### src/rtl/cntrl_pkg.sv
// Shared types and constants for the pipelined control unit.
// Latency: n/a (types, constants and a pure match helper only).
// Backpressure: n/a.
package cntrl_pkg;

  localparam int OPC_WIDTH = 11;
  localparam int ALU_WIDTH = 3;
  localparam int RA_WIDTH  = 5;

  localparam logic [RA_WIDTH-1:0] XZR = 5'd31;

  // ALU operation encodings
  localparam logic [ALU_WIDTH-1:0] ALU_PASS = 3'b000;
  localparam logic [ALU_WIDTH-1:0] ALU_ADD  = 3'b010;
  localparam logic [ALU_WIDTH-1:0] ALU_SUB  = 3'b011;
  localparam logic [ALU_WIDTH-1:0] ALU_MUL  = 3'b100;
  localparam logic [ALU_WIDTH-1:0] ALU_LSL  = 3'b101;
  localparam logic [ALU_WIDTH-1:0] ALU_LSR  = 3'b110;

  // Opcode match values; the mask marks the bits that must match.
  localparam logic [OPC_WIDTH-1:0] OPC_ADDI = 11'b10010001000;
  localparam logic [OPC_WIDTH-1:0] OPC_ADDS = 11'b10101011000;
  localparam logic [OPC_WIDTH-1:0] OPC_SUBS = 11'b11101011000;
  localparam logic [OPC_WIDTH-1:0] OPC_MUL  = 11'b10011011000;
  localparam logic [OPC_WIDTH-1:0] OPC_LSL  = 11'b11010011011;
  localparam logic [OPC_WIDTH-1:0] OPC_LSR  = 11'b11010011010;
  localparam logic [OPC_WIDTH-1:0] OPC_B    = 11'b00010100000;
  localparam logic [OPC_WIDTH-1:0] OPC_CBZ  = 11'b10110100000;
  localparam logic [OPC_WIDTH-1:0] OPC_BLT  = 11'b01010100000;
  localparam logic [OPC_WIDTH-1:0] OPC_LDUR = 11'b11111000010;
  localparam logic [OPC_WIDTH-1:0] OPC_STUR = 11'b11111000000;

  localparam logic [OPC_WIDTH-1:0] MSK_FULL = 11'b11111111111;
  localparam logic [OPC_WIDTH-1:0] MSK_ADDI = 11'b11111111110;
  localparam logic [OPC_WIDTH-1:0] MSK_B    = 11'b11111100000;
  localparam logic [OPC_WIDTH-1:0] MSK_CB   = 11'b11111111000;

  typedef struct packed {
    logic                 reg_write;
    logic                 reg2loc;
    logic [ALU_WIDTH-1:0] alu_cntrl;
    logic                 alu_src;
    logic                 set_flags;
    logic                 mem_write;
    logic                 mem_read;
    logic                 mem_to_reg;
    logic                 is_branch;
    logic                 is_cbz;
    logic                 is_blt;
    logic                 is_mul;
  } ctrl_t;

  localparam ctrl_t CTRL_NOP = '0;

  // Control bits still needed once an instruction leaves EX
  typedef struct packed {
    logic                reg_write;
    logic                mem_write;
    logic                mem_read;
    logic                mem_to_reg;
    logic [RA_WIDTH-1:0] rd;
  } exmem_t;

  typedef struct packed {
    logic                reg_write;
    logic                mem_to_reg;
    logic [RA_WIDTH-1:0] rd;
  } memwb_t;

  function automatic logic opc_match(input logic [OPC_WIDTH-1:0] opc,
                                     input logic [OPC_WIDTH-1:0] val,
                                     input logic [OPC_WIDTH-1:0] msk);
    return ((opc ^ val) & msk) == '0;
  endfunction

endpackage

### src/rtl/cntrl_decode.sv
// Opcode decoder: maps the ID-stage opcode to a ctrl_t bundle and an illegal flag.
// Latency: purely combinational, zero cycles.
// Backpressure: none; output follows the opcode every cycle.
// Ports: opcode (in, 11b) -> ctrl (ctrl_t), illegal (1b, unrecognised opcode).
module cntrl_decode
  import cntrl_pkg::*;
(
  input  logic [OPC_WIDTH-1:0] opcode,
  output ctrl_t                ctrl,
  output logic                 illegal
);

  always_comb begin
    ctrl    = CTRL_NOP;
    illegal = 1'b0;
    if (opc_match(opcode, OPC_ADDI, MSK_ADDI)) begin
      ctrl.reg_write = 1'b1;
      ctrl.alu_cntrl = ALU_ADD;
      ctrl.alu_src   = 1'b1;
    end else if (opc_match(opcode, OPC_ADDS, MSK_FULL)) begin
      ctrl.reg_write = 1'b1;
      ctrl.alu_cntrl = ALU_ADD;
      ctrl.set_flags = 1'b1;
    end else if (opc_match(opcode, OPC_SUBS, MSK_FULL)) begin
      ctrl.reg_write = 1'b1;
      ctrl.alu_cntrl = ALU_SUB;
      ctrl.set_flags = 1'b1;
    end else if (opc_match(opcode, OPC_MUL, MSK_FULL)) begin
      ctrl.reg_write = 1'b1;
      ctrl.alu_cntrl = ALU_MUL;
      ctrl.is_mul    = 1'b1;
    end else if (opc_match(opcode, OPC_LSL, MSK_FULL)) begin
      ctrl.reg_write = 1'b1;
      ctrl.alu_cntrl = ALU_LSL;
      ctrl.alu_src   = 1'b1;
    end else if (opc_match(opcode, OPC_LSR, MSK_FULL)) begin
      ctrl.reg_write = 1'b1;
      ctrl.alu_cntrl = ALU_LSR;
      ctrl.alu_src   = 1'b1;
    end else if (opc_match(opcode, OPC_B, MSK_B)) begin
      ctrl.is_branch = 1'b1;
    end else if (opc_match(opcode, OPC_CBZ, MSK_CB)) begin
      ctrl.reg2loc   = 1'b1;
      ctrl.alu_cntrl = ALU_PASS;
      ctrl.is_cbz    = 1'b1;
    end else if (opc_match(opcode, OPC_BLT, MSK_CB)) begin
      ctrl.is_branch = 1'b1;
      ctrl.is_blt    = 1'b1;
    end else if (opc_match(opcode, OPC_LDUR, MSK_FULL)) begin
      ctrl.reg_write  = 1'b1;
      ctrl.alu_cntrl  = ALU_ADD;
      ctrl.alu_src    = 1'b1;
      ctrl.mem_read   = 1'b1;
      ctrl.mem_to_reg = 1'b1;
      ctrl.reg2loc    = 1'b1;
    end else if (opc_match(opcode, OPC_STUR, MSK_FULL)) begin
      ctrl.alu_cntrl = ALU_ADD;
      ctrl.alu_src   = 1'b1;
      ctrl.mem_write = 1'b1;
      ctrl.reg2loc   = 1'b1;
    end else begin
      illegal = 1'b1;
    end
  end

endmodule

### src/rtl/pipe_cntrl.sv
// Pipelined control: decode in ID, control carried ID/EX->EX/MEM->MEM/WB, NZCV, branches, hazards.
// Latency: decode/branch/stall combinational in ID; ex_* +1, mem_* +2, wb_* +3 cycles (plus MUL hold).
// Backpressure: pc_stall holds PC and IF/ID; ex_hold freezes ID/EX for MUL_LAT-1 cycles, bubbling EX/MEM.
// Ports: clk, reset (sync, active high); id_* opcode/regs and id_cbz_zero from IF/ID; ex_n/z/v/c ALU
//   flags of the EX instruction; outputs id_reg2loc, br_taken, pc_stall, ifid_flush, ex_*, mem_*, wb_*,
//   flags_q (NZCV: [3]=N [2]=Z [1]=C [0]=V), illegal.
// Optional: define PIPE_CNTRL_PERF_EN to add saturating perf_stall_cnt / perf_flush_cnt outputs.
module pipe_cntrl
  import cntrl_pkg::*;
#(
  parameter int OPC_W   = 11,
  parameter int ALU_W   = 3,
  parameter int REG_AW  = 5,
  parameter int MUL_LAT = 3   // legal range 1..8
) (
  input  logic              clk,
  input  logic              reset,
  input  logic [OPC_W-1:0]  id_opcode,
  input  logic [REG_AW-1:0] id_rd,
  input  logic [REG_AW-1:0] id_rn,
  input  logic [REG_AW-1:0] id_rm,
  input  logic              id_cbz_zero,
  input  logic              ex_n,
  input  logic              ex_z,
  input  logic              ex_v,
  input  logic              ex_c,
  output logic              id_reg2loc,
  output logic              br_taken,
  output logic              pc_stall,
  output logic              ifid_flush,
  output logic [ALU_W-1:0]  ex_alu_cntrl,
  output logic              ex_alu_src,
  output logic              ex_set_flags,
  output logic              ex_hold,
  output logic              mem_write,
  output logic              mem_read,
  output logic              wb_reg_write,
  output logic              wb_mem_to_reg,
  output logic [REG_AW-1:0] wb_rd,
  output logic [3:0]        flags_q,
`ifdef PIPE_CNTRL_PERF_EN
  output logic [31:0]       perf_stall_cnt,
  output logic [31:0]       perf_flush_cnt,
`endif
  output logic              illegal
);

  localparam logic [2:0] MUL_CNT_INIT = 3'(MUL_LAT - 1);

  ctrl_t             ctrl_id;
  ctrl_t             idex_ctrl;
  logic [REG_AW-1:0] idex_rd;
  exmem_t            exmem_q;
  memwb_t            memwb_q;
  logic [2:0]        mul_cnt;

  logic              hold;
  logic [REG_AW-1:0] src2;
  logic              src2_used;
  logic              load_use;
  logic              cbz_hazard;
  logic              stall;
  logic              n_fwd;
  logic              v_fwd;
  logic              taken;
  logic              id_branch;

  cntrl_decode u_decode (
    .opcode  (id_opcode),
    .ctrl    (ctrl_id),
    .illegal (illegal)
  );

  assign hold = (mul_cnt != 3'd0);

  // Second read port carries Rt for CBZ/STUR; only consumed by reg-reg ALU ops, STUR data and CBZ.
  assign src2      = ctrl_id.reg2loc ? id_rd : id_rm;
  assign src2_used = ctrl_id.mem_write | ctrl_id.is_cbz | (ctrl_id.reg_write & ~ctrl_id.alu_src);

  assign load_use = idex_ctrl.mem_read && (idex_rd != XZR) &&
                    ((idex_rd == id_rn) || (src2_used && (idex_rd == src2)));

  // CBZ resolves in ID, so it cannot use an EX result or a load still in MEM.
  assign cbz_hazard = ctrl_id.is_cbz && (id_rd != XZR) &&
                      ((idex_ctrl.reg_write && (idex_rd == id_rd)) ||
                       (exmem_q.mem_read && (exmem_q.rd == id_rd)));

  assign stall = load_use | cbz_hazard;

  // B.LT sees the flags of a flag-setting instruction in EX before they are architectural.
  assign n_fwd = idex_ctrl.set_flags ? ex_n : flags_q[3];
  assign v_fwd = idex_ctrl.set_flags ? ex_v : flags_q[0];

  assign taken = (ctrl_id.is_branch & ~ctrl_id.is_blt) |
                 (ctrl_id.is_cbz & id_cbz_zero) |
                 (ctrl_id.is_blt & (n_fwd ^ v_fwd));

  assign id_branch  = ctrl_id.is_branch | ctrl_id.is_cbz;
  assign br_taken   = taken & ~hold & ~stall;
  assign ifid_flush = br_taken;
  assign pc_stall   = hold | stall;
  assign id_reg2loc = ctrl_id.reg2loc;

  assign ex_alu_cntrl  = idex_ctrl.alu_cntrl;
  assign ex_alu_src    = idex_ctrl.alu_src;
  assign ex_set_flags  = idex_ctrl.set_flags;
  assign ex_hold       = hold;
  assign mem_write     = exmem_q.mem_write;
  assign mem_read      = exmem_q.mem_read;
  assign wb_reg_write  = memwb_q.reg_write;
  assign wb_mem_to_reg = memwb_q.mem_to_reg;
  assign wb_rd         = memwb_q.rd;

  always_ff @(posedge clk) begin
    if (reset) begin
      idex_ctrl <= CTRL_NOP;
      idex_rd   <= '0;
      exmem_q   <= '0;
      memwb_q   <= '0;
      mul_cnt   <= '0;
      flags_q   <= '0;
    end else begin
      if (idex_ctrl.set_flags && !hold) begin
        flags_q <= {ex_n, ex_z, ex_c, ex_v};
      end
      memwb_q <= '{reg_write: exmem_q.reg_write, mem_to_reg: exmem_q.mem_to_reg, rd: exmem_q.rd};
      if (hold) begin
        // MUL iterates in EX: ID/EX frozen, a bubble goes down to MEM.
        exmem_q <= '0;
        mul_cnt <= mul_cnt - 3'd1;
      end else begin
        exmem_q <= '{reg_write:  idex_ctrl.reg_write,
                     mem_write:  idex_ctrl.mem_write,
                     mem_read:   idex_ctrl.mem_read,
                     mem_to_reg: idex_ctrl.mem_to_reg,
                     rd:         idex_rd};
        if (stall) begin
          idex_ctrl <= CTRL_NOP;
          idex_rd   <= '0;
          mul_cnt   <= '0;
        end else begin
          // Branches are finished in ID and travel on as NOPs.
          idex_ctrl <= id_branch ? CTRL_NOP : ctrl_id;
          idex_rd   <= id_rd;
          mul_cnt   <= ctrl_id.is_mul ? MUL_CNT_INIT : 3'd0;
        end
      end
    end
  end

`ifdef PIPE_CNTRL_PERF_EN
  always_ff @(posedge clk) begin
    if (reset) begin
      perf_stall_cnt <= '0;
      perf_flush_cnt <= '0;
    end else begin
      if (pc_stall && (perf_stall_cnt != 32'hFFFF_FFFF)) begin
        perf_stall_cnt <= perf_stall_cnt + 32'd1;
      end
      if (ifid_flush && (perf_flush_cnt != 32'hFFFF_FFFF)) begin
        perf_flush_cnt <= perf_flush_cnt + 32'd1;
      end
    end
  end
`endif

  // Branch/MUL tags are not needed past ID; kept in the struct for a uniform bundle.
  logic unused_idex;
  assign unused_idex = ^{idex_ctrl.reg2loc, idex_ctrl.mem_to_reg & 1'b0, idex_ctrl.is_branch,
                         idex_ctrl.is_cbz, idex_ctrl.is_blt, idex_ctrl.is_mul};

endmodule

### config.mk
export PLATFORM = sky130hd
export DESIGN_NAME = pipe_cntrl
export DESIGN_NICKNAME = d
export VERILOG_FILES = /design/src/rtl/cntrl_pkg.sv /design/src/rtl/cntrl_decode.sv /design/src/rtl/pipe_cntrl.sv
export SDC_FILE = /design/constraint.sdc
export NUM_CORES = 1
export LEC_CHECK = 0
export CAP_MARGIN = 25
export CORE_MARGIN = 2
export CORE_UTILIZATION = 42
export DETAILED_ROUTE_END_ITERATION = 10
export PLACE_DENSITY_LB_ADDON = 0.2
export SYNTH_ARGS = -nofsm -noshare
export SYNTH_HDL_FRONTEND = slang
export SYNTH_SLANG_ARGS = --single-unit
export TNS_END_PERCENT = 5
### constraint.sdc
create_clock -name clk -period 2.25 [get_ports clk]
set_input_delay 0.45 -clock clk [delete_from_list [all_inputs] [get_ports clk]]
set_output_delay 0.45 -clock clk [all_outputs]
set_load 0.05 [all_outputs]
==> results.md <==
- Status: finished with violations
- Violated checks: setup timing
- Hold Buf Count CTS: 0
- Pint: 1.49 mW
- RSZ-0062 raised after global routing: yes
- Net Sw Frac: 38.6%
- Syn Area/Cell: 9.29 sq um
- VDD IR max: 435 uV
- GRT Resource Usage Total: 21.9%
- P_sw: 0.934 mW
- Clock share of power: 18.9%
- Most common cell after layout, fill and taps aside: buf_4
- Synth Area in XOR/XNOR: 10.5%
- Startpoint type of the worst setup path: primary input
- CTS Buffer Depth: 2
- Die height: 71.5 microns
- Critical path data arrival time: 2160 ps
- Row count: 24
- Iteration-0 DRC Markers: 85
- Worst-Skew Late Latency: 280 ps
- Root Buffer Master: clkbuf_8
- Hold Slack: 421 ps
- Sequential power share: 34.2%
- Worst-path fanout max: 3
- Pre-CTS WS: -766 ps
- Clk_skew: 4.24 ps
- Comb pwr share: 46.9%
- GRT Residual Overflow: 0
- Post-DR wirelength/cell: 14.5 microns
- Adder-Cell Fraction of Synth Area: 1.31%
- Largest family of logic cells by synthesized area: simple AND/OR/NAND/NOR gates
- Async S/R FF share, synth: 0%
- Die width: 71.5 microns
- GPL Wtd Cong: 0.875
- Worst-Margin Slew: 988 ps
- # nets final: 355
- Placed Cells incl. Taps: 346
- Remaining DRCs: 0
- DR pass1 iterations: 4
- Final non-filler cell total: 372
- Layout fillers: 323
- First-pass GRT wire length: 8600 microns
- Fin. max-slew vios: 0
- Unique masters post-synth: 55
- Clk slew on worst S/H paths: 70 ps
- Final worst path period share: 116%
- CTS H-Tree Depth: 2
- CTS tree: built
- Max Fclk: 0.384 GHz
- Max FFs per register: 6
- Remaining antenna violation count after routing: 0
- Max-Cap Viols: 0
- Total Power: 2.42 mW
- Share of cells above drive strength 1: 39.1%
- Starting Density: 43.6%
- Worst min-delay path class: reg2reg
- Period minus WS final: 2610 ps
- Crit. End Element: primary output
- Setup ws final: -357 ps
- Compound-Gate Fraction of Synth Area: 16.1%
- Vias in the first global route: 1,836
- CP required: 1800 ps
- Die Area: 5110 sq um
- Ant. Diodes: 0
- Port-buffer cells: 56
- Hold Vio Cnt, Final: 0
- Vias per inst: 5.12
- IO Count: 57
- Setup_tns: -1160 ps
- Ys Warns: 0
- Simple-Gate Fraction of Synth Area: 27.2%
- Post-synth EDFFs: 0
- Seq/Total Area, Yosys: 36.6%
- Core Region: 4380 sq um
- Most frequent cells in the layout: buf_4 (64), dfxtp_1 (31), clkdlybuf4s50_1 (26)
- Layout area overhead: 64.9%
- Crit path kind: in2out
- Num CTS Buffers: 5
- Reg with most FFs: exmem_q
- Post-Syn Instances: 206
- Mux contribution to synthesized area: 0%
- Drt total wl: 5390 microns
- Post-Syn Area: 1910 sq um
- Post-Layout Inst Area: 3160 sq um
- Synthesis-stage register bit count: 35
- PwrDens: 767 nW/um^2
- Setup-failing EPs final: 4
- Placed Area: 2810 sq um
- Initial antenna violation count: 0
- Final Core Density: 72.0%
- HPWL Detailed: 3720 microns
- Syn Nets: 241
- Leakage: 1.38 nW
- Main synth FF type: dfxtp_1
- TritonCTS Sinks: 35
- Slew margin rel.: 33.9%
- Routed via count: 1,904
- Largest net degree at the start of global routing: 15
power by group through the flow:
stage	clock network [mW]	logic (mW)	registers [mW]
global placement	0	0.973	0.820
finish	0.457	1.14	0.828
floorplan	0	0.745	0.792
CTS	0.464	1.08	0.815
detailed placement	0	0.984	0.822
global route	0.491	1.21	0.839
layout make-up:
cell class / count / area [sq um] / share of cell area [%]
clock inverters: 1 / 5.00 / 0.159
repair buffers: 121 / 1080 / 34.1
flip-flops and latches: 35 / 711 / 22.5
multi-input cells: 152 / 1200 / 37.9
clock buffers: 6 / 82.6 / 2.62
well taps: 52 / 65.1 / 2.06
inverters: 5 / 18.8 / 0.595
Yosys cell counts, types with 2 or more instances:
| cell | number | area (sq um) |
|---|---|---|
| a21oi_1 | 9 | 45.0 |
| clkbuf_1 | 2 | 7.51 |
| xnor2_1 | 13 | 114 |
| xor2_1 | 10 | 87.6 |
| nand2_1 | 24 | 90.1 |
| nor3_1 | 3 | 15.0 |
| dfxtp_1 | 35 | 701 |
| a22oi_1 | 2 | 15.0 |
| o21ai_0 | 8 | 40.0 |
| a32o_1 | 6 | 60.1 |
| nand3_1 | 12 | 60.1 |
| buf_6 | 2 | 22.5 |
| and3_1 | 2 | 12.5 |
| nor2_1 | 12 | 45.0 |
| nor2b_1 | 9 | 56.3 |
| ha_1 | 2 | 25.0 |
| and2_1 | 9 | 56.3 |
| inv_1 | 5 | 18.8 |
| buf_4 | 4 | 30.0 |
| nor4_1 | 2 | 12.5 |
critical path, cell delays in order:
cell	delay (ps)
dlygate4sd2_1	260
buf_4	160
xnor2_2	140
nand3_1	110
nor2_1	60
o221ai_2	250
o211a_4	220
nor3b_4	320
buf_12	180
per-layer routing:
layer	up-vias	routed length (microns)	share of wire [%]	global-route usage [%]
li1	946	-	-	-
met1	876	2330	43	26.5
met2	65	2590	48	37.0
met3	17	284	5.3	3.80
met4	0	182	3.4	11.3
met5	-	0	0	0
worst paths after layout:
kind | cells past startpoint | end | slack [ps] | startpoint
setup / recovery | 9 | ifid_flush | -360 | id_rd[2]
hold / removal | 1 | mul_cnt[0] | 420 | mul_cnt[0]
setup reg to reg | 12 | ex_set_flags | 10 | idex_rd[4]
hold reg to reg | 1 | mul_cnt[0] | 420 | mul_cnt[0]
logic make-up (layout without fill, tap and decap cells):
kind of cell	after synthesis	after routing
buf+inv	19	133
xor+xnor	23	23
flops	35	35
simple gates	88	88
compound gates	39	39
fa+ha+maj	2	2
what timing repair did:
action | CTS | global route
endpoints found under the setup margin | 5 | 12
setup buffers | 17 | 3
pin swaps | 21 | 8
gates resized for setup | 80 | 13
Note: power is estimated with default switching activity, not from simulation.
